## config.mk

```make
export PLATFORM = sky130hd
export DESIGN_NAME = counter_cmd_sequencer
export DESIGN_NICKNAME = d
export VERILOG_FILES = /design/src/rtl/counter_cmd_sequencer.sv
export SDC_FILE = /design/constraint.sdc
export NUM_CORES = 1
export LEC_CHECK = 0
export CAP_MARGIN = 20
export CORE_MARGIN = 10
export CORE_UTILIZATION = 40
export DETAILED_ROUTE_END_ITERATION = 12
export SLEW_MARGIN = 20
export SYNTH_ARGS = -nofsm -noshare
export SYNTH_HDL_FRONTEND = slang
export SYNTH_SLANG_ARGS = --single-unit
```

## constraint.sdc

```tcl
create_clock -name clk -period 3.6 [get_ports clk]
set_clock_uncertainty 0.15 [all_clocks]
set_input_delay 0.9 -clock clk [delete_from_list [all_inputs] [get_ports clk]]
set_output_delay 0.9 -clock clk [all_outputs]
set_load 0.05 [all_outputs]
```

## src/rtl/counter_cmd_sequencer.sv

```systemverilog
// Command sequencer for the 4-bit up/down counter: buffers {op, data, rep}
// commands in a FIFO and expands each one into registered counter controls.
module counter_cmd_sequencer #(
  parameter int DEPTH = 4,
  parameter int REP_W = 4
) (
  input  logic             clk,
  input  logic             rst,
  input  logic             cmd_valid,
  output logic             cmd_ready,
  input  logic [1:0]       cmd_op,
  input  logic [3:0]       cmd_data,
  input  logic [REP_W-1:0] cmd_rep,
  output logic             cnt_rst_n,
  output logic             enable,
  output logic             load,
  output logic             up_down_n,
  output logic [3:0]       data_input,
  output logic             busy,
  output logic             done
);

  localparam int AW = $clog2(DEPTH);
  localparam int EW = 6 + REP_W;
  localparam logic [AW:0] FULL_CNT = (AW+1)'(DEPTH);

  typedef enum logic [1:0] {
    OP_CLEAR = 2'b00,
    OP_LOAD  = 2'b01,
    OP_UP    = 2'b10,
    OP_DOWN  = 2'b11
  } op_t;

  typedef enum logic {
    IDLE,
    RUN
  } state_t;

  logic [EW-1:0]    mem [DEPTH];
  logic [AW-1:0]    wr_ptr;
  logic [AW-1:0]    rd_ptr;
  logic [AW:0]      count;
  logic             empty;
  logic             push;
  logic             pop;
  logic [EW-1:0]    head;
  op_t              head_op;
  logic [3:0]       head_data;
  logic [REP_W-1:0] head_rep;
  state_t           state;
  logic [REP_W-1:0] rem;

  assign empty     = (count == '0);
  // Ready looks only at occupancy, so a full FIFO stays closed even on a pop edge.
  assign cmd_ready = !rst && (count != FULL_CNT);
  assign push      = cmd_valid && cmd_ready;
  assign pop       = !rst && !empty && ((state == IDLE) || (rem == '0));
  assign busy      = (state == RUN) || !empty;

  assign head      = mem[rd_ptr];
  assign head_op   = op_t'(head[EW-1 -: 2]);
  assign head_data = head[REP_W +: 4];
  assign head_rep  = head[REP_W-1:0];

  always_ff @(posedge clk) begin
    if (push) begin
      mem[wr_ptr] <= {cmd_op, cmd_data, cmd_rep};
    end
  end

  always_ff @(posedge clk) begin
    if (rst) begin
      wr_ptr <= '0;
      rd_ptr <= '0;
      count  <= '0;
    end else begin
      if (push) wr_ptr <= wr_ptr + 1'b1;
      if (pop)  rd_ptr <= rd_ptr + 1'b1;
      case ({push, pop})
        2'b10:   count <= count + 1'b1;
        2'b01:   count <= count - 1'b1;
        default: count <= count;
      endcase
    end
  end

  // rem counts extra cycles still owed after the current one; done marks rem reaching 0.
  always_ff @(posedge clk) begin
    if (rst) begin
      state      <= IDLE;
      rem        <= '0;
      cnt_rst_n  <= 1'b1;
      enable     <= 1'b0;
      load       <= 1'b0;
      up_down_n  <= 1'b1;
      data_input <= '0;
      done       <= 1'b0;
    end else if (pop) begin
      state     <= RUN;
      rem       <= '0;
      cnt_rst_n <= 1'b1;
      enable    <= 1'b1;
      load      <= 1'b0;
      up_down_n <= 1'b1;
      done      <= 1'b1;
      unique case (head_op)
        OP_CLEAR: begin
          cnt_rst_n <= 1'b0;
          enable    <= 1'b0;
        end
        OP_LOAD: begin
          load       <= 1'b1;
          data_input <= head_data;
        end
        OP_UP: begin
          rem  <= head_rep;
          done <= (head_rep == '0);
        end
        OP_DOWN: begin
          up_down_n <= 1'b0;
          rem       <= head_rep;
          done      <= (head_rep == '0);
        end
      endcase
    end else if ((state == RUN) && (rem != '0)) begin
      rem  <= rem - 1'b1;
      done <= (rem == REP_W'(1));
    end else begin
      state     <= IDLE;
      rem       <= '0;
      cnt_rst_n <= 1'b1;
      enable    <= 1'b0;
      load      <= 1'b0;
      up_down_n <= 1'b1;
      done      <= 1'b0;
    end
  end

endmodule

```

# Word-level counts from Yosys, hierarchy flattened
# Memories as Yosys holds them, arrays and structs flattened. A register that Yosys moved wholly into a read port is not among the register bits.
# Index checks and enable logic that the tools add are counted.
# word_totals
ff_bits,21
mem_bits_rw,40
inputBits,13
output_inout_bits,11
wordCells,64
memories,1
# memory_table
name,words,word_bits,read_ports,rd_ports_with_merged_regs,write_ports,line,source
mem,4,10,1,1,1,39,logic [EW-1:0] mem [DEPTH];
# classes
n_addsub,5
n_eq_ne,8
muxes,21
bitwise,1
n_reduce_logical,17
# op_table
cell,count
$mux W1,15
$mux W4,3
$logic_not A4 Y1,2
$eq A2 B2 Y1 const B,3
$pmux W3 S2,1
$logic_and A1 B1 Y1,5
$add A2 B1 Y2 const B,2
$eq A2 B1 Y1 const B,2
$eq A4 B1 Y1 const B,1
$mux W2,2
$reduce_bool A4 Y1,1
$sub A4 B1 Y4 const B,1
$add A3 B1 Y3 const B,1
$logic_not A3 Y1,1
$ne A3 B3 Y1 const B,1
$sub A3 B1 Y3 const B,1
$logic_not A1 Y1,2
$logic_not A2 Y1,1
$logic_or A1 B1 Y1,2
$ne A2 B2 Y1 const B,1
$reduce_and A2 Y1,1
$reduce_bool A2 Y1,1
$reduce_or A2 Y1,1
$not A1 Y1,1

# Depth between registers and ports, before layout
# depth
word_depth,6
depth_mapped,10
ltp_nobuf,10

# Worst setup path after synthesis
# No wires, ideal clock.
# synth_timing
kind,in2out
startpoint,input port rst
endpoint,output port cmd_ready
arrival_time_ns,2.071
slack_ns,0.479
stages,3
path_buffers,2
cell_sequence,clkbuf_1 > buf_1 > a21oi_1
# synth_via
elab_chain_len,2
# synth_rtl
item,line,source
start: declaration,8,"input logic rst,"
$logic_not A1 Y1,55,assign cmd_ready = !rst && (count != FULL_CNT);
$logic_and A1 B1 Y1,55,
end: declaration,10,"output logic cmd_ready,"
# No other way between the ends.

# Final worst setup path
# layout_timing
startpoint,register count[0]
endpoint,output port busy
# layout_via
elab_chain_len,3
# layout_rtl
item,line,source
start: declaration,42,logic [AW:0] count;
start signal: assignment,80,2'b10: count <= count + 1'b1;
start signal: assignment,81,2'b01: count <= count - 1'b1;
start signal: assignment,82,default: count <= count;
$logic_not A3 Y1,53,assign empty = (count == '0);
$logic_not A1 Y1,58,assign busy = (state == RUN) || !empty;
$logic_or A1 B1 Y1,58,
end: declaration,19,"output logic busy,"
# No other way between the ends.

==> metrics.txt <==
layout cells sized above 1=about an eighth; post-DR vias/cell=5.165; clock network power share=26.1%; post-route insts no fill=285; Die Span Y=approximately 100 um; Psw=0.0006728 W; Overall Global Routing Usage=about 10%; Post-CTS Resized=0; Iter 0 DRT Violations=38; fmax=0.3121 GHz; Leak=1.059 nW; switch share=33.51%; Cell Count Post-Placement=269; max_cap viols=0; number of I/O port buffers=23; dominant synthesized flop cell=edfxtp_1; clk_lat worst skew=roughly 0.34 ns; dpl hpwl=3283 um; CTS tree=built; synth warn=0; global-route wire length before repair=a little under 8000 um; Slew @ Worst Pin=0.6891 ns; number of nets in the layout=225; total core area=~0.0063 mm2; total power draw=0.002008 W; worst slack, placed=just under 0.4 ns; TNS Setup=0 ns; post-synthesis cell type count=37; Initial Utilization=about two fifths; CTS max path bufs=2; number of remaining DRC errors=0; initial antenna violation count=0; Reg clk slew, reported paths=0.07 ns; CTS Sinks=63; crit end category=output port; relative slew slack=53.70%; largest cells by area after synthesis=edfxtp_1, dfxtp_1, mux4_1; combinational power share=27.9%; CP max FO=5; CTS Root Cell=clkbuf_8; Post-CTS Setup Inserts=0; EDFF count, synth=40; post-synthesis sequential area ratio=64.81%; synth-to-layout area growth=20.16%; DRT Wirelength=4798 um; Total Die Area=0.01001 mm2; Ports=24; sequential share of power=45.9%; Final Max Tran Viols=0; TritonCTS buffer count=9; final hold slack=0.3096 ns; number of global-route vias before repair=1579; hold buffer count at CTS=0; Crit Path Class=reg2out; ys async rst share=0%; unrepaired setup endpoints after global routing=no; status=finished clean; Syn Inst Count=169; ANT nets after route=0; startpoint types=flop; Crit path required time=2.55 ns; H-tree depth=3; setup violators final=0; Hold WC Path Type=reg2reg; first drt pass iteration count=4; Netlist Area Pre-Place=0.002564 mm2; final worst slack=0.3956 ns; P_int=0.001335 W; vias post-DR=between 1000 and 1500; post-synth top area cell=edfxtp_1; RePlAce Congestion=approximately 0.78; routed length per instance=between 15 and 20 um; Mean Syn Cell Area=15.17 um2; VDD IR-drop max=388.1 uV; fill cell count=556; Hold Vio Cnt, Final=0; GR Overflow Total=0; Worst EP arrival=roughly 2.2 ns; diode count=0; largest net degree at the start of global routing=13; Final min period=around 3.2 ns; Syn Nets=191; post-route clock period utilization=89.01%; #FFs+latches synth=63; Power Density=651.8 mW/mm2; Yosys top cell area share=a little under half; num rows=29; die width=~100 um
[logic make-up (layout without fill, tap and decap cells)]
logic type | after synthesis | after routing | synth area share, %
compound gates | 27 | 27 | 8.297
xor+xnor | 6 | 6 | 2.050
fa+ha+maj | 9 | 9 | 4.685
buf+inv | 15 | 54 | 2.489
flops | 63 | 63 | 64.81
mux | 10 | 10 | 10.10
simple gates | 39 | 39 | 7.565
[cell usage in the layout, fill, tap and decap left out, types with 4 or more instances in the layout]
cell	count
edfxtp_1	40
dfxtp_1	23
clkdlybuf4s50_1	22
nor2_1	14
inv_1	11
mux4_1	9
clkbuf_8	9
a21oi_1	8
ha_1	8
nand2_1	7
and2_1	4
xor2_1	4
and3_1	4
a31o_1	4
buf_4	4
[worst max-delay path, stage by stage (launching register included)]
cell             delay [ns]
dfxtp_1                0.36
nor3_1                 0.60
nand2_1                0.12
clkdlybuf4s50_1        0.73
[sequential cells by signal (all words and copies together) (netlist names), named ones only]
signal / cells
enable: 1
up_down_n: 1
state: 1
rd_ptr: 2
cnt_rst_n: 1
count: 3
load: 1
rem: 4
wr_ptr: 2
data_input: 4
done: 1
mem: 40
[synth_stat cells, drive strengths merged (2+ instances only)]
cell / instances
ha: 8
and3: 4
xor2: 4
edfxtp: 40
o21ai: 3
nor2: 14
nand2: 8
mux4: 10
a22oi: 3
a31o: 4
buf: 2
inv: 11
a21oi: 8
a211oi: 2
xnor2: 2
nor3: 2
and2: 4
dfxtp: 23
clkbuf: 2
or3: 2
[area by class of cell]
class                      instances  area [um2]  area share [%]
clock buffer                       9       123.9           4.021
clock inverter                     7       48.80           1.584
inverter                          11       41.29           1.340
multi-input combinational         91       838.3           27.21
sequential                        63        1662           53.94
tap                               77       96.34           3.128
timing repair buffer              27       270.3           8.773
[power by group through the flow]
| stage | sequential, W | combinational (W) | clock (W) |
|---|---|---|---|
| 2_1_floorplan | 0.000952 | 0.000377 | 0 |
| 3_3_place_gp | 0.000933 | 0.000543 | 0 |
| 3_5_place_dp | 0.000939 | 0.000561 | 0 |
| 4_1_cts | 0.000925 | 0.000566 | 0.000543 |
| 5_1_grt | 0.000935 | 0.000611 | 0.000579 |
| 6_report | 0.000922 | 0.000561 | 0.000525 |
[metrics by stage]
step / utilization (%) / cell area, um2
6_report: 49.07 / 3080
5_1_grt: 49.07 / 3080
4_1_cts: 49.07 / 3080
3_5_place_dp: 46.32 / 2908
3_3_place_gp: 46.32 / 2908
2_1_floorplan: - / 2564
[routing by layer]
layer | up-vias | GRT usage (%) | share of wire, %
li1 | 706 | - | -
met1 | 719 | 10.73 | 42
met2 | 32 | 16.87 | 51
met3 | 15 | 4.739 | 5.5
met4 | 0 | 4.891 | 2.3
met5 | - | 0 | 0
[path summary, 6_finish.rpt]
kind / from / endpoint / slack (ns) / cells after the start
hold / removal: load$_SDFFE_PP0P_ / load$_SDFFE_PP0P_ / 0.31 / 2
hold reg to reg: load$_SDFFE_PP0P_ / load$_SDFFE_PP0P_ / 0.31 / 2
setup / recovery: count[0]$_SDFFE_PP0P_ / busy / 0.40 / 3
setup reg to reg: rem[0]$_SDFF_PP0_ / count[2]$_SDFFE_PP0P_ / 0.71 / 10
(Power assumes the default switching activity.)
